## config.mk

```make
export PLATFORM = sky130hd
export DESIGN_NAME = fifo_sync_level_flat
export DESIGN_NICKNAME = d
export VERILOG_FILES = /design/src/rtl/fifo_pkg.sv /design/src/rtl/fifo_sync_level_if.sv /design/src/rtl/fifo_ram.sv /design/src/rtl/fifo_sync_level.sv /design/src/flat_wrapper.sv
export SDC_FILE = /design/constraint.sdc
export NUM_CORES = 1
export LEC_CHECK = 0
export CAP_MARGIN = 5
export CELL_PAD_IN_SITES_DETAIL_PLACEMENT = 1
export CELL_PAD_IN_SITES_GLOBAL_PLACEMENT = 1
export CORE_MARGIN = 2
export CORE_UTILIZATION = 40
export CTS_CLUSTER_SIZE = 8
export DETAILED_ROUTE_END_ITERATION = 8
export PLACE_DENSITY_LB_ADDON = 0.1
export SETUP_SLACK_MARGIN = 0.3
export SLEW_MARGIN = 5
export SYNTH_ARGS = -nofsm -noshare
export SYNTH_HDL_FRONTEND = slang
export SYNTH_SLANG_ARGS = --single-unit
```

## constraint.sdc

```tcl
create_clock -name clk -period 2.5 [get_ports clk]
set_input_delay 0.625 -clock clk [delete_from_list [all_inputs] [get_ports clk]]
set_output_delay 0.625 -clock clk [all_outputs]
set_load 0.02 [all_outputs]
```

## src/rtl/fifo_pkg.sv

```systemverilog
// Shared helpers for the level-reporting synchronous FIFO: counter sizing and
// pointer wrap for arbitrary (non power-of-2) depths.
package fifo_pkg;

    function automatic int fifo_cnt_w(input int depth);
        return $clog2(depth + 1);
    endfunction

    // Pointers wrap explicitly at depth-1 so any depth works without masking
    function automatic int unsigned ptr_inc(input int unsigned ptr, input int unsigned depth);
        int unsigned nxt;
        if (ptr == depth - 32'd1) begin
            nxt = 32'd0;
        end else begin
            nxt = ptr + 32'd1;
        end
        return nxt;
    endfunction

endpackage

```

## src/rtl/fifo_sync_level_if.sv

```systemverilog
// Handshake/status bundle between a FIFO user (master) and fifo_sync_level (slave).
interface fifo_sync_level_if
    import fifo_pkg::*;
#(
    parameter int WIDTH = 8,
    parameter int CW    = fifo_cnt_w(4)
);
    logic             flush;
    logic             write;
    logic [WIDTH-1:0] wdata;
    logic             read;
    logic [WIDTH-1:0] rdata;
    logic             full;
    logic             empty;
    logic             almost_full;
    logic             almost_empty;
    logic [CW-1:0]    count;
    logic             overflow;
    logic             underflow;

    modport master (
        output flush, write, wdata, read,
        input  rdata, full, empty, almost_full, almost_empty, count, overflow, underflow
    );

    modport slave (
        input  flush, write, wdata, read,
        output rdata, full, empty, almost_full, almost_empty, count, overflow, underflow
    );
endinterface

```

## src/rtl/fifo_ram.sv

```systemverilog
// FIFO storage: one synchronous write port, one asynchronous read port, not reset.
module fifo_ram
    import fifo_pkg::*;
#(
    parameter int WIDTH = 8,
    parameter int DEPTH = 4,
    localparam int PW   = $clog2(DEPTH)
) (
    input  logic             clk,
    input  logic             we,
    input  logic [PW-1:0]    waddr,
    input  logic [WIDTH-1:0] wdata,
    input  logic [PW-1:0]    raddr,
    output logic [WIDTH-1:0] rdata
);
    logic [WIDTH-1:0] mem_r [DEPTH];

    // Storage write
    always_ff @(posedge clk) begin
        if (we) begin
            mem_r[waddr] <= wdata;
        end
    end

    assign rdata = mem_r[raddr];
endmodule

```

## src/rtl/fifo_sync_level.sv

```systemverilog
// Single-clock FIFO with occupancy count, almost-full/empty thresholds, optional
// first-word-fall-through, flush and sticky overflow/underflow flags.
module fifo_sync_level
    import fifo_pkg::*;
#(
    parameter int WIDTH    = 8,
    parameter int DEPTH    = 4,
    parameter int FWFT     = 0,
    parameter int AF_LEVEL = DEPTH - 1,
    parameter int AE_LEVEL = 1
) (
    input logic              clk,
    input logic              reset,
    fifo_sync_level_if.slave bus
);
    localparam int CW = fifo_cnt_w(DEPTH);
    localparam int PW = $clog2(DEPTH);

    if (DEPTH < 2) begin : g_bad_depth
        $fatal(1, "fifo_sync_level: DEPTH must be >= 2");
    end
    if (AF_LEVEL < 1 || AF_LEVEL > DEPTH) begin : g_bad_af
        $fatal(1, "fifo_sync_level: AF_LEVEL must be in 1..DEPTH");
    end
    if (AE_LEVEL < 0 || AE_LEVEL >= DEPTH) begin : g_bad_ae
        $fatal(1, "fifo_sync_level: AE_LEVEL must be in 0..DEPTH-1");
    end

    logic [PW-1:0]    wr_ptr_r;
    logic [PW-1:0]    rd_ptr_r;
    logic [CW-1:0]    count_r;
    logic             full_r;
    logic             empty_r;
    logic             almost_full_r;
    logic             almost_empty_r;
    logic             overflow_r;
    logic             underflow_r;
    logic [WIDTH-1:0] rdata_r;
    logic [WIDTH-1:0] ram_rdata_s;
    logic             wr_acc_s;
    logic             rd_acc_s;
    logic [CW-1:0]    count_nxt_s;

    // Acceptance uses the registered flags only, so a full FIFO never takes a write
    always_comb begin
        wr_acc_s    = 1'b0;
        rd_acc_s    = 1'b0;
        count_nxt_s = count_r;
        if (!bus.flush) begin
            wr_acc_s = bus.write & ~full_r;
            rd_acc_s = bus.read & ~empty_r;
        end else begin
            wr_acc_s = 1'b0;
            rd_acc_s = 1'b0;
        end
        count_nxt_s = count_r + CW'(wr_acc_s) - CW'(rd_acc_s);
    end

    // Pointer, occupancy, flag and read-data state
    always_ff @(posedge clk) begin
        if (reset) begin
            wr_ptr_r       <= {PW{1'b0}};
            rd_ptr_r       <= {PW{1'b0}};
            count_r        <= {CW{1'b0}};
            full_r         <= 1'b0;
            empty_r        <= 1'b1;
            almost_full_r  <= 1'b0;
            almost_empty_r <= 1'b1;
            overflow_r     <= 1'b0;
            underflow_r    <= 1'b0;
            rdata_r        <= {WIDTH{1'b0}};
        end else if (bus.flush) begin
            wr_ptr_r       <= {PW{1'b0}};
            rd_ptr_r       <= {PW{1'b0}};
            count_r        <= {CW{1'b0}};
            full_r         <= 1'b0;
            empty_r        <= 1'b1;
            almost_full_r  <= 1'b0;
            almost_empty_r <= 1'b1;
            overflow_r     <= 1'b0;
            underflow_r    <= 1'b0;
        end else begin
            if (wr_acc_s) begin
                wr_ptr_r <= PW'(ptr_inc(32'(wr_ptr_r), 32'(DEPTH)));
            end
            if (rd_acc_s) begin
                rd_ptr_r <= PW'(ptr_inc(32'(rd_ptr_r), 32'(DEPTH)));
            end
            count_r        <= count_nxt_s;
            full_r         <= (count_nxt_s == CW'(DEPTH));
            empty_r        <= (count_nxt_s == {CW{1'b0}});
            almost_full_r  <= (count_nxt_s >= CW'(AF_LEVEL));
            almost_empty_r <= (count_nxt_s <= CW'(AE_LEVEL));
            if (bus.write && full_r) begin
                overflow_r <= 1'b1;
            end
            if (bus.read && empty_r) begin
                underflow_r <= 1'b1;
            end
            if ((FWFT == 0) && rd_acc_s) begin
                rdata_r <= ram_rdata_s;
            end
        end
    end

    fifo_ram #(
        .WIDTH (WIDTH),
        .DEPTH (DEPTH)
    ) u_ram (
        .clk   (clk),
        .we    (wr_acc_s),
        .waddr (wr_ptr_r),
        .wdata (bus.wdata),
        .raddr (rd_ptr_r),
        .rdata (ram_rdata_s)
    );

    // In FWFT mode the head word is shown directly; forced to zero while empty
    assign bus.rdata        = (FWFT != 0) ? (empty_r ? {WIDTH{1'b0}} : ram_rdata_s) : rdata_r;
    assign bus.count        = count_r;
    assign bus.full         = full_r;
    assign bus.empty        = empty_r;
    assign bus.almost_full  = almost_full_r;
    assign bus.almost_empty = almost_empty_r;
    assign bus.overflow     = overflow_r;
    assign bus.underflow    = underflow_r;
endmodule
```

## src/flat_wrapper.sv

```systemverilog
// flat-port wrapper written by rule: the top's interface ports become plain ports
module fifo_sync_level_flat import fifo_pkg::*;
#(
    parameter int WIDTH    = 8,
    parameter int DEPTH    = 4,
    parameter int FWFT     = 0,
    parameter int AF_LEVEL = DEPTH - 1,
    parameter int AE_LEVEL = 1
)
  (clk, reset, bus_flush, bus_write, bus_wdata, bus_read, bus_rdata, bus_full, bus_empty, bus_almost_full, bus_almost_empty, bus_count, bus_overflow, bus_underflow);
  fifo_sync_level_if #(.WIDTH(WIDTH)) bus_i ();
  input logic clk;
  input logic reset;
  input wire logic [$bits(bus_i.flush)-1:0] bus_flush;
  input wire logic [$bits(bus_i.write)-1:0] bus_write;
  input wire logic [$bits(bus_i.wdata)-1:0] bus_wdata;
  input wire logic [$bits(bus_i.read)-1:0] bus_read;
  output wire logic [$bits(bus_i.rdata)-1:0] bus_rdata;
  output wire logic [$bits(bus_i.full)-1:0] bus_full;
  output wire logic [$bits(bus_i.empty)-1:0] bus_empty;
  output wire logic [$bits(bus_i.almost_full)-1:0] bus_almost_full;
  output wire logic [$bits(bus_i.almost_empty)-1:0] bus_almost_empty;
  output wire logic [$bits(bus_i.count)-1:0] bus_count;
  output wire logic [$bits(bus_i.overflow)-1:0] bus_overflow;
  output wire logic [$bits(bus_i.underflow)-1:0] bus_underflow;
  assign bus_i.flush = bus_flush;
  assign bus_i.write = bus_write;
  assign bus_i.wdata = bus_wdata;
  assign bus_i.read = bus_read;
  assign bus_rdata = bus_i.rdata;
  assign bus_full = bus_i.full;
  assign bus_empty = bus_i.empty;
  assign bus_almost_full = bus_i.almost_full;
  assign bus_almost_empty = bus_i.almost_empty;
  assign bus_count = bus_i.count;
  assign bus_overflow = bus_i.overflow;
  assign bus_underflow = bus_i.underflow;
  fifo_sync_level #(.WIDTH(WIDTH), .DEPTH(DEPTH), .FWFT(FWFT), .AF_LEVEL(AF_LEVEL), .AE_LEVEL(AE_LEVEL)) u_core (.clk(clk), .reset(reset), .bus(bus_i));
endmodule
```

# Word-level counts from Yosys, hierarchy flattened

Memory sizes are Yosys's and may differ from the RTL's. A register that Yosys moved wholly into a read port is not among the register bits.
Index checks and enable logic that the tools add are counted.

$add $sub $neg: 4
Magnitude comparators: 2
Eq/ne operators: 3
Mux-type cells: 6
Bitwise operators: 5
Reductions and logical operators: 5

Operator list:

| kind                  | count |
|---|---|
| $add A2 B1 Y2 const B | 2 |
| $eq A2 B2 Y1 const B  | 2 |
| $mux W1               | 4 |
| $mux W2               | 2 |
| $add A3 B1 Y3         | 1 |
| $eq A3 B3 Y1 const B  | 1 |
| $ge A3 B2 Y1 const B  | 1 |
| $le A3 B1 Y1 const B  | 1 |
| $logic_not A3 Y1      | 1 |
| $not A1 Y1            | 3 |
| $sub A3 B1 Y3         | 1 |
| $and A1 B1 Y1         | 2 |
| $logic_and A1 B1 Y1   | 2 |
| $reduce_and A2 Y1     | 1 |
| $reduce_or A2 Y1      | 1 |

Flip-flop bits (word level): 13
RAM bits: 32
Input bits: 13
Output and inout port bits: 17
Word-level logic and storage cells: 35
Memories: 1

Memories:

| memory             | depth | width | read ports | clocked after memory_dff | write ports | line           | RTL |
|---|---|---|---|---|---|---|---|
| u_core.u_ram.mem_r | 4     | 8     | 1          | 1                        | 1           | fifo_ram.sv:16 | `logic [WIDTH-1:0] mem_r [DEPTH];` |

# Longest topological paths before layout

Depth in word-level cells: 6
Depth in mapped cells: 10
Depth with buffers taken out: 9

# Cells and area by module

From an unflattened synthesis, not the netlist that was laid out.

Cell total of the unflattened synthesis: 123
Area total of the unflattened synthesis: 2037.0 sq um

Modules (own cells, without submodules):

| module          | instances | cells an instance | area an instance (sq um) | sequential area each (sq um) |
|---|---|---|---|---|
| fifo_ram        | 1         | 46                | 1188.6                   | 960.9 |
| fifo_sync_level | 1         | 77                | 848.3                    | 420.4 |

# Worst setup path before layout

OpenSTA, ideal clock, no wires.

Kind: input port to flip-flop
From: input port bus_flush
To: register u_core.empty_r (netlist: u_core.bus.empty)
Library setup time: 0.070 ns
Arrival: 2.442 ns
Data required time: 2.430 ns
Slack: -0.012 ns
Stages on the path: 9
Buffers on the path: 1
Cells stage by stage: or3b_1 buf_6 clkinv_8 ha_1 inv_1 ha_1 fa_1 or2_2 a21oi_1

Elaborated cells between the ends (all ways): 6
Classes of those cells: add/sub: 2; mux: 2; reduce/logical: 2

RTL lines:

| item                            | line                  | RTL |
|---|---|---|
| start: declaration              | flat_wrapper.sv:14    | `input wire logic [$bits(bus_i.flush)-1:0] bus_flush;` |
| $mux W1                         | fifo_sync_level.sv:49 | `if (!bus.flush) begin` |
| named net u_core.rd_acc_s       | fifo_sync_level.sv:41 | `logic rd_acc_s;` |
| $sub A3 B1 Y3                   | fifo_sync_level.sv:56 | `count_nxt_s = count_r + CW'(wr_acc_s) - CW'(rd_acc_s);` |
| named net u_core.count_nxt_s[1] | fifo_sync_level.sv:42 | `logic [CW-1:0] count_nxt_s;` |
| $logic_not A3 Y1                | fifo_sync_level.sv:91 | `empty_r <= (count_nxt_s == {CW{1'b0}});` |
| end signal: assignment          | fifo_sync_level.sv:91 |  |
| end: declaration                | fifo_sync_level.sv:33 | `logic empty_r;` |

The timed path passes the listed nets, and every way through them passes these cells.
A chain may end at the register's enable or synchronous reset.

# Worst setup path after layout

From: input port bus_read
To: register u_core.empty_r (netlist: u_core.bus.empty)

Longest elaborated chain between the ends: 4

RTL lines:

| item                            | line                  | RTL |
|---|---|---|
| start: declaration              | flat_wrapper.sv:17    | `input wire logic [$bits(bus_i.read)-1:0] bus_read;` |
| $and A1 B1 Y1                   | fifo_sync_level.sv:51 | `rd_acc_s = bus.read & ~empty_r;` |
| $mux W1                         | fifo_sync_level.sv:49 |  |
| named net u_core.rd_acc_s       | fifo_sync_level.sv:41 |  |
| $sub A3 B1 Y3                   | fifo_sync_level.sv:56 |  |
| named net u_core.count_nxt_s[1] | fifo_sync_level.sv:42 |  |
| $logic_not A3 Y1                | fifo_sync_level.sv:91 |  |

The timed path passes the listed nets, and every way through them passes these cells.

==> results.cfg <==
[grt]
grt_antenna_before_repair = 0
grt_overflow = 0
maximum_number_of_pins_on_one_net_before_global_route_repair = 19
grt_first_pass_wirelength_um = 6720
number_of_global_route_vias_before_repair = 1322
gr-usage-all-layers_pct = 15.02

[clock_network]
tritoncts_num_sinks = 53
postCtsHoldBufs = 0
tritoncts.num_buffers = 5
clk-insertion-delay-late_ps = 310
cts-htree-levels = 2
cts_tree = done
clock-root-buffer = sky130_fd_sc_hd__clkbuf_8
clk_transition_reported_paths_ps = 110
max-clock-path-buffers = 2

[setup_path]
setup.worst_path.end_class = register
cp.arrival_ps = 2390
worstPathCellList = buf_2 > or3b_4 > clkinv_8 > ha_4 > inv_4 > ha_4 > fa_2 > or2_4 > a21oi_2
startpoint_type = input port
cpMostUsedCell = sky130_fd_sc_hd__ha_4
cp_top_family = adder cells
critical_path.slowest_cell = sky130_fd_sc_hd__fa_2
reg2reg_setup_slack_ps = 380
required_ps = 2740
critPathMaxStageDelay_ps = 440
crit_buf_inv = 3
worstPathMaxFanout = 2
path_class = in -> reg

[sta]
grt_setup_unrepaired = false
timing.clock.skew_ps = 8.964
min_period_over_period_pct = 86.26
achievable_frequency_ghz = 0.4637
slew_headroom_pct = 56.38
timing.final.crit_period_ps = 2156
worst_slack_ps = 343.6
setup-violations-final = 0
max_slew.worst_pin.slew_ps = 653.4
drv_slew = 0
final_hold_viol_count = 0

[logic_synthesis]
mappedNetlistNets = 159
synth_area_mm2 = 0.002097
ys_seq_area_share_pct = 65.87
avgSynthCellArea_um2 = 15.20
ys_ff_latch = 53
count_of_distinct_cell_types_in_the_synthesized_netlist = 25
post_synth_inst_count = 138
synth.yosys.warnings = 0

[floorplan]
dieHeight_um = 76.41
floorplan.initialDensity_pct = 41.32
width_of_the_chip_um = 76.41
fp.dieArea_mm2 = 0.005838
rows = 26
boundaryPins = 30
fp.coreArea_mm2 = 0.005075

[detailed_routing]
vias = 1166
wl_per_cell_um = 15.68
initialDrtViolationCount = 21
detail-route-antenna-nets = 0
drt-total-wl_um = 3952
first_pass_drt_iterations = 4
detail_route.drc_violations = 0
post_dr_vias_cell = 4.627

[placement]
globalplace.congestion = 0.7464
hpwlAfterDp_um = 2936
detailed_place.area_mm2 = 0.002566
placement.io_buffers = 29
dp_slack_ps = -498.7

[pwr]
leakagePower_nw = 0.9076
report.power.total_mw = 1.604
worst_ir_drop_vdd_mv = 0.4211
power_density_mw_per_mm2 = 599.8

[layout]
finish.utilization_pct = 52.69
diodes = 0
nNetsFinal = 202
fin_area_mm2 = 0.002674
area.growth.synth_to_final_pct = 27.51
most_common_cell_after_layout_fill_and_taps_aside = sky130_fd_sc_hd__edfxtp_1
final_layout_size_suffix_gt1_share_pct = 28.02
most-common-layout-cells = 32 x sky130_fd_sc_hd__edfxtp_1, 27 x sky130_fd_sc_hd__clkdlybuf4s50_1, 20 x sky130_fd_sc_hd__dfxtp_1

[run]
maxCapViolations = 0

[hold_path]
hold_path.class = reg -> reg

[run_status]
result_of_the_run = completed
## flip-flops by register name, summed over array words and instances (netlist names)
register and count:
u_core.u_ram.mem_r 32, u_core.bus.rdata 8, u_core.bus.count 3, u_core.rd_ptr_r 2
u_core.wr_ptr_r 2, u_core.bus.almost_empty 1, u_core.bus.almost_full 1, u_core.bus.empty 1
u_core.bus.full 1, u_core.bus.overflow 1, u_core.bus.underflow 1
## timing repair
action / 4_1_cts / 5_1_grt
resized for setup: 14 / 1
endpoints found under the setup margin: 6 / 1
endpoints found under the hold margin: 0 / 0
setup buffers: 0 / 0
pin swaps: 4 / 3
## kinds of logic (layout without fill, tap and decap cells)
| family | after synthesis | after routing | synth area share [%] |
|---|---|---|---|
| AND/OR/NAND/NOR | 40 | 40 | 9.010 |
| adder cells (fa/ha/maj) | 8 | 8 | 5.131 |
| multiplexers | 12 | 12 | 10.50 |
| XOR/XNOR | 1 | 1 | 1.134 |
| buffers and inverters | 12 | 56 | 3.938 |
| AO/OA/AOI/OAI | 12 | 12 | 4.415 |
| flip-flops | 53 | 53 | 65.87 |
## path summary, 6_finish.rpt
| path | cells after the start | from | end |
|---|---|---|---|
| setup / recovery | 9 | bus_read | u_core.bus.empty |
| hold / removal | 2 | u_core.bus.rdata[0] | u_core.bus.rdata[0] |
| setup reg to reg | 8 | u_core.bus.empty | u_core.bus.empty |
| hold reg to reg | 2 | u_core.bus.rdata[0] | u_core.bus.rdata[0] |
## cells in the mapped netlist
library cell               count  area share, %
sky130_fd_sc_hd__a21oi_1       3           0.72
sky130_fd_sc_hd__nor2b_1       1           0.30
sky130_fd_sc_hd__buf_2         1           0.24
sky130_fd_sc_hd__nor3_1        1           0.24
sky130_fd_sc_hd__xor3_1        1            1.1
sky130_fd_sc_hd__or3b_1        1           0.42
sky130_fd_sc_hd__buf_6         3            1.6
sky130_fd_sc_hd__fa_1          1           0.95
sky130_fd_sc_hd__a21oi_2       8            3.3
sky130_fd_sc_hd__and2_1        6            1.8
sky130_fd_sc_hd__inv_1         6            1.1
sky130_fd_sc_hd__clkinv_8      1           0.78
sky130_fd_sc_hd__a21o_1        1           0.36
sky130_fd_sc_hd__clkbuf_2      1           0.24
sky130_fd_sc_hd__nor2_1       11            2.0
sky130_fd_sc_hd__or2_1         1           0.30
sky130_fd_sc_hd__mux2i_1       4            1.9
sky130_fd_sc_hd__ha_1          7            4.2
sky130_fd_sc_hd__nor2_4        1           0.54
sky130_fd_sc_hd__nand2b_1      1           0.30
sky130_fd_sc_hd__edfxtp_1     32             46
sky130_fd_sc_hd__nand2_1      16            2.9
sky130_fd_sc_hd__or2_2         1           0.30
sky130_fd_sc_hd__mux4_2        8            8.6
sky130_fd_sc_hd__dfxtp_1      21             20
## report_power, final
| part | leakage (nW) | internal (mW) | switching [mW] | total, mW |
|---|---|---|---|---|
| clock network | 0.0452 | 0.205 | 0.301 | 0.506 |
| registers | 0.460 | 0.944 | 0.0105 | 0.954 |
| logic | 0.402 | 0.0765 | 0.0671 | 0.144 |
| total | 0.908 | 1.23 | 0.379 | 1.60 |
## worst min-delay path, cell delays in order, from the launching register on
cell and delay (ps):
sky130_fd_sc_hd__dfxtp_1 320, sky130_fd_sc_hd__nand2_1 70, sky130_fd_sc_hd__a21oi_2 50
## routing by layer
layer  track usage [%]  wire, µm  up-vias
met5                 0         0        -
met4             4.364        38        0
met3             4.147       139        4
met2             26.46      2041       20
met1             17.95      1732      570
li1                  -         -      572
## per-stage QoR
stage	setup TNS (ps)	hold WS, ps	instances
6_report	0	475.9	252
4_1_cts	0	481.5	252
3_5_place_dp	-2338	466.6	244
2_1_floorplan	0	517.5	138
3_3_place_gp	-1832	452.4	244
5_1_grt	0	514.0	252
## area by class of cell
class	count	area [µm²]
well taps	70	87.58
multi-input cells	73	679.4
clock buffers	5	68.82
inverters	7	41.29
repair buffers	41	389.1
flip-flops and latches	53	1383
clock inverters	3	25.02
fillers	517	2401
Power figures use the tool's default switching activity.
